<file path="src/rtl/bfp_dot_accum.sv">
// Accumulates a run of unsigned PE partial dot products into a saturating wide
// accumulator and presents the block mantissa sum with the combined shared exponent.
//
// state    | meaning
// ACCUM    | accepting partial-sum beats, building the running sum
// HOLD     | result presented on dn_*, waiting for dn_rdy
module bfp_dot_accum #(
    parameter int IN_WIDTH  = 18,
    parameter int ACC_WIDTH = 32,
    parameter int EXP_WIDTH = 8,
    parameter int CNT_WIDTH = 8
) (
    input  logic                 clk,
    input  logic                 rst,
    input  logic [CNT_WIDTH-1:0] cfg_len,
    input  logic [EXP_WIDTH-1:0] exp_a,
    input  logic [EXP_WIDTH-1:0] exp_b,
    input  logic                 up_vld,
    input  logic [IN_WIDTH-1:0]  up_dat,
    output logic                 up_rdy,
    output logic                 dn_vld,
    output logic [ACC_WIDTH-1:0] dn_dat,
    output logic [EXP_WIDTH:0]   dn_exp,
    output logic                 dn_ovf,
    input  logic                 dn_rdy
);

    localparam logic [0:0] ST_ACCUM = 1'b0;
    localparam logic [0:0] ST_HOLD  = 1'b1;
    localparam logic [CNT_WIDTH-1:0] CNT_ONE = 1;

    logic [0:0]           state;
    logic [CNT_WIDTH-1:0] cnt;
    logic [CNT_WIDTH-1:0] len;
    logic [ACC_WIDTH-1:0] acc;
    logic [EXP_WIDTH:0]   exp_sum;
    logic                 ovf;

    logic                 beat;
    logic                 first;
    logic                 last;
    logic [CNT_WIDTH-1:0] len_eff;
    logic [CNT_WIDTH-1:0] len_now;
    logic [ACC_WIDTH-1:0] dat_ext;
    logic [ACC_WIDTH:0]   sum;
    logic [EXP_WIDTH:0]   exp_new;

    assign up_rdy  = (state == ST_ACCUM);
    assign beat    = up_vld && up_rdy;
    assign first   = (cnt == '0);
    assign len_eff = (cfg_len == '0) ? CNT_ONE : cfg_len;
    // The length in force is the live config on the first beat, the latched one afterwards.
    assign len_now = first ? len_eff : len;
    assign last    = (cnt == (len_now - CNT_ONE));
    assign dat_ext = {{(ACC_WIDTH-IN_WIDTH){1'b0}}, up_dat};
    assign sum     = {1'b0, acc} + {1'b0, dat_ext};
    assign exp_new = {exp_a[EXP_WIDTH-1], exp_a} + {exp_b[EXP_WIDTH-1], exp_b};

    always_ff @(posedge clk) begin
        if (rst) begin
            state   <= ST_ACCUM;
            cnt     <= '0;
            len     <= '0;
            acc     <= '0;
            exp_sum <= '0;
            ovf     <= 1'b0;
        end else begin
            case (state)
                ST_ACCUM: begin
                    if (beat) begin
                        if (first) begin
                            acc     <= dat_ext;
                            len     <= len_eff;
                            exp_sum <= exp_new;
                            ovf     <= 1'b0;
                        end else if (sum[ACC_WIDTH]) begin
                            // Saturate; later adds keep carrying out so acc stays pinned.
                            acc <= '1;
                            ovf <= 1'b1;
                        end else begin
                            acc <= sum[ACC_WIDTH-1:0];
                        end
                        if (last) begin
                            cnt   <= '0;
                            state <= ST_HOLD;
                        end else begin
                            cnt <= cnt + CNT_ONE;
                        end
                    end
                end
                ST_HOLD: begin
                    if (dn_rdy) begin
                        state <= ST_ACCUM;
                    end
                end
                default: state <= ST_ACCUM;
            endcase
        end
    end

    assign dn_vld = (state == ST_HOLD);
    assign dn_dat = acc;
    assign dn_exp = exp_sum;
    assign dn_ovf = ovf;

endmodule

</file>
<file path="config.mk">
export PLATFORM = sky130hd
export DESIGN_NAME = bfp_dot_accum
export DESIGN_NICKNAME = d
export VERILOG_FILES = /design/src/rtl/bfp_dot_accum.sv
export SDC_FILE = /design/constraint.sdc
export NUM_CORES = 1
export LEC_CHECK = 0
export ABC_AREA = 1
export BUFFER_PORTS_ARGS = -buffer_cell sky130_fd_sc_hd__buf_2
export CAP_MARGIN = 20
export CORE_ASPECT_RATIO = 1.4
export CORE_UTILIZATION = 30
export CTS_CLUSTER_DIAMETER = 200
export DETAILED_ROUTE_END_ITERATION = 7
export GPL_ROUTABILITY_DRIVEN = 0
export PLACE_DENSITY = 0.59
export SYNTH_ARGS = -nofsm -noshare
export SYNTH_HDL_FRONTEND = slang
export SYNTH_SLANG_ARGS = --single-unit
</file>
<file path="constraint.sdc">
create_clock -name clk -period 2.99 [get_ports clk]
set_input_delay 0.4485 -clock clk [delete_from_list [all_inputs] [get_ports clk]]
set_output_delay 0.4485 -clock clk [all_outputs]
set_load 0.005 [all_outputs]
</file>
# Yosys cells after proc, flatten, opt, wreduce, memory -nomap -nowiden
# Index checks and enable logic that the tools add are counted.
# word_totals
register_bits	59
in_bits	46
out_inout_bits	44
wordCells	30
# classes
addsub	4
reduce_logical	7
n_mux	11
n_eq_ne	1
bitwise	1
# op_table
operator	n
32-bit 2-to-1 mux	2
32-bit by 18-bit adder with 33-bit output	1
8-bit 2-to-1 mux	3
8-bit zero test	2
8-bit by 8-bit adder with 9-bit output	1
8-bit by 1-bit adder with 8-bit output, second input constant	1
8-bit == test	1
8-bit by 1-bit subtractor with 8-bit output, second input constant	1
3-bit AND reduction	2
1-bit 2-to-1 mux	5
1-bit one-hot mux with 2 select lines	1
2-bit AND reduction	1
2-bit nonzero test	1
1-bit logical AND	1
1-bit inverter	1

# Logic depth before layout (Yosys ltp)
# depth
ltp_word	8
ltp_mapped	19
ltp_nobuf	18

# Worst setup path before layout
# Ideal clock, no wire load.
# synth_timing
kind	flip-flop to flip-flop
from	register cnt[0]
to	register cnt[0]
path_buffers	1
required_ns	2.874
setup_time_ns	0.116
arrival_time_ns	2.316
setup_slack_ns	0.558
stages_incl_launch_ff	19
path_cell_list	dfxtp_1 > inv_1 > ha_1 > nand3_2 > nor2_4 > buf_8 > nand3_2 > nand2_2 > ha_1 > xor2_1 > inv_1 > nand2_1 > nand3_1 > nor2_1 > nand3_2 > nor2_4 > nand3_4 > nand2_2 > nor2_1
# synth_between
elab_chain_cells	5
elab_cells_between_ends	6
# synth_lines
element	line_no	source
start, declared	33	logic [CNT_WIDTH-1:0] cnt;
start signal, assigned	87	cnt <= cnt + CNT_ONE;
8-bit zero test	50	assign first = (cnt == '0);
8-bit 2-to-1 mux	--	
8-bit by 1-bit subtractor with 8-bit output	54	assign last = (cnt == (len_now - CNT_ONE));
8-bit == test	54	
8-bit 2-to-1 mux *	83	if (last) begin
# Every way passes the cells marked *; elsewhere a longest branch is shown, timed or not.
# A chain may end at the register's enable or synchronous reset.

# Worst setup path after layout
# Same ends and word-level chain as after synthesis.

==> flow_results.org <==
** STA
- In this run the tightest slew margin relative to its limit is 0.345.
- Setup repair after global routing left no endpoint under its margin.
- Final Hold Viols :: 0
- Slew Viols, Final :: 0
- Final setup fails :: 0
- Fmax :: 387 MHz
- Setup slack of the critical path after layout :: 405 ps
- Of the available clock period, the critical path in the final layout requires 0.865.
- Transition at the pin with the smallest max-transition slack :: 980 ps
- Worst clock skew on the final layout :: 9.38 ps
- After layout, the minimum clock period comes to 2590 ps.
- Adding up every negative setup slack in the final design gives 0 ps.

** Global route
- The first global-routing pass estimated 23.6 mm of wire.
- For this run the aggregate overflow at the end of global routing stands at 0.
- The number of global-route vias before repair came to ~5100.
- Across every metal layer, demand over resource in global routing totals 0.184.
- Initial antenna violation count :: 0
- Largest net degree at the start of global routing :: 40

** Detailed routing
- Post-Route WL :: 14.4 mm
- The detail route stage leaves a number of antenna-violating nets equal to 0.
- In the routed design, unresolved DRC markers number 0.
- The first routing iteration left 189 violations.
- The first TritonRoute pass finished after 5 iterations.
- The routed layout has 5088 vias.
- Dividing the detail-routed wire length by the instance count gives 13.6 um.
- Average via count per standard cell :: 4.83

** Synth
- The average instance in the mapped netlist occupies approximately 6.3 sq um.
- Net count after synthesis :: approximately 830
- During synthesis, Yosys emitted a total of 0 warnings.
- For this run, the leading register cell type out of synthesis is sky130_fd_sc_hd__dfxtp_1.
- The synthesized netlist occupies a cell area of 0.00478 sq mm.
- The synthesized design spends more area on one cell type than any other, namely sky130_fd_sc_hd__dfxtp_1.
- By area the synthesized netlist is led by sky130_fd_sc_hd__dfxtp_1 25%, sky130_fd_sc_hd__nand2_1 19%, sky130_fd_sc_hd__ha_1 7.6%, sky130_fd_sc_hd__a21oi_1 6.4%, sky130_fd_sc_hd__nor2_1 5.8%.
- For this run, the register share of the synthesized area comes to 0.247.
- Synthesis handed over a netlist of 756 instances.
- The number of different library cells used by synthesis comes to 43.
- Counting flops with a built-in enable in the synthesized netlist gives 0.
- After synthesis the netlist holds a flip-flop and latch count of 59.
- Proportion of netlist area held by the largest area contributor :: 0.247
- For this run, asynchronously set or reset flops after synthesis account for 0.

** Floorplan
- For this design the top-level I/O count stands at 90.
- Area of the die :: around 0.016 sq mm
- Area inside the core boundary :: approximately 0.016 sq mm
- From bottom edge to top edge, the die measures 151 um.
- Starting density of the core :: 0.306
- The floorplan has 54 rows.
- Die Span X :: roughly 110 um

** Final layout
- In the layout the commonest cells are 236 x sky130_fd_sc_hd__nand2_1, 89 x sky130_fd_sc_hd__buf_2, 74 x sky130_fd_sc_hd__nor2_1, 73 x sky130_fd_sc_hd__inv_1, 61 x sky130_fd_sc_hd__a21oi_1.
- Number of fill cells :: 1718
- Net total in the final layout :: 930
- The number of antenna diodes in the final layout is 0.
- Leading cell type in the layout, fill and taps excluded :: sky130_fd_sc_hd__nand2_1
- Ratio of cells with drive above 1 in the final layout :: 0.191
- Relative to the synthesized area, the layout overhead comes to 20.9%.

** Worst setup path
- On the worst path, the slowest cell contributes a delay of 390 ps.
- Ordered list of cells on the worst path :: inv_1 > ha_1 > nand2_1 > nor2_2 > nand2_4 > buf_4 > nand2_1 > nand2_1 > nand2_1 > inv_1 > nand3_1 > nand2_1 > nand3_1 > nor2_4 > nand3_4 > nand2_2 > nor2_1
- The worst setup path is of the flip-flop to flip-flop kind.
- Nature of the critical path startpoint :: flip-flop
- Required time reported for the critical path endpoint :: roughly 3200 ps
- Of all nets on the critical path, the largest fanout is 27.
- The worst setup path is captured at a flip-flop.
- On the critical path, the stage with the largest delay is an instance of sky130_fd_sc_hd__dfxtp_1.
- The number of cells on the worst reg-to-reg path is 17.
- Cell repeated most along the worst path :: sky130_fd_sc_hd__nand2_1
- At the worst endpoint, the arrival time is 2820 ps.

** Clocking
- TritonCTS created 9 clock buffers.
- Worst-skew pair later-pin latency :: 340 ps
- Clock tree synthesis selected as its root buffer the cell sky130_fd_sc_hd__clkbuf_16.
- After clock tree synthesis, the repair step resized 0 gates.
- Maximum root-to-sink buffer count :: 2
- Clock H-tree levels :: 3
- The number of hold buffers added after CTS was 0.
- Clock Sink Count :: 59
- Clock transition at path regs :: 60 ps
- Once the clock tree was built, the setup fixing pass inserted 0 buffers.
- TritonCTS built the clock tree.

** Placed design
- Count of input and output buffers :: a little under 90
- The wire-length estimate of the detail-placed layout is 11.3 mm.
- Post-Place Worst Slack :: 153 ps

** Worst hold path
- The worst hold path passes through 3 cells.
- Type of the tightest min-delay check :: input pin to flip-flop

** Job
- The tool flagged a number of max-cap violations equal to 0.

** Power and ir drop
- For this design the static power due to leakage is 2.77 nW.
- Max VDD drop :: 0.000249 V
- For this design the ratio of total power to cell area is 498 mW/mm^2.
- Total power consumption of the routed design :: 2.88 mW

** Outcome
- The flow ran to the end, and the final reports show no timing, DRC or antenna violations.
[cell usage after synthesis, drive strengths merged, types with 9 or more instances]
library cell	n
nand3	62
nor3	9
nand2	251
a21oi	63
xor2	15
dfxtp	59
inv	80
nor2	84
xnor2	10
ha	29
o21ai	29
clkbuf	11
[state kept, by name (all words and copies together), names as in the netlist]
| name | cells |
|---|---|
| dn_dat | 32 |
| dn_vld | 1 |
| len | 8 |
| dn_exp | 9 |
| dn_ovf | 1 |
| cnt | 8 |
[per-stage QoR]
stage                     hold WS [ps]   util  instance area (sq um)  instances
after floorplan                    447      -                   4780        756
after global placement             436  0.349                   5450       1035
after detailed placement           446  0.349                   5450       1035
after CTS                          361  0.369                   5760       1051
after global routing               372  0.370                   5780       1054
final                              371  0.370                   5780       1054
[critical path: cells and delay by family (launching register included)]
| family | cells | cell delay, ps |
|---|---|---|
| buffers and inverters | 3 | 550 |
| adder cells (fa/ha/maj) | 1 | 230 |
| flip-flops | 1 | 390 |
| AND/OR/NAND/NOR | 13 | 1310 |
[final timing paths]
kind / start / to / slack, ps
max: cnt[0] / cnt[0] / 400
min: dn_rdy / dn_vld / 370
max reg2reg: cnt[0] / cnt[0] / 400
min reg2reg: dn_ovf / dn_ovf / 450
[power breakdown]
part,internal (mW),switching (mW),total (mW)
Clock,0.677,0.421,1.10
Combinational,0.335,0.560,0.895
Sequential,0.842,0.0430,0.885
[cell families (layout without fill, tap and decap cells)]
logic type      count (synthesis)  count (layout)  synth area share
xor+xnor                       25              25            0.0458
simple gates                  428             428             0.402
buf+inv                        97             199            0.0853
fa+ha+maj                      31              31            0.0843
flops                          59              59             0.247
compound gates                116             116             0.136
[final cells by class]
class                      instances  area, sq um  area share
timing repair buffer             102          543      0.0940
sequential                        59         1180       0.204
clock inverter                     6         72.6      0.0126
multi-input combinational        600         3190       0.553
clock buffer                      10          239      0.0414
tap                              196          245      0.0424
inverter                          81          304      0.0526
[routing by layer]
metal  up-vias  GRT usage  part of all wire
met4         0     0.0649             0.016
met3        20     0.0267             0.027
met1      2342      0.199              0.42
li1       2649          -                 -
met2        77      0.355              0.54
met5         -          0                 0
Power figures use the tool's default switching activity.
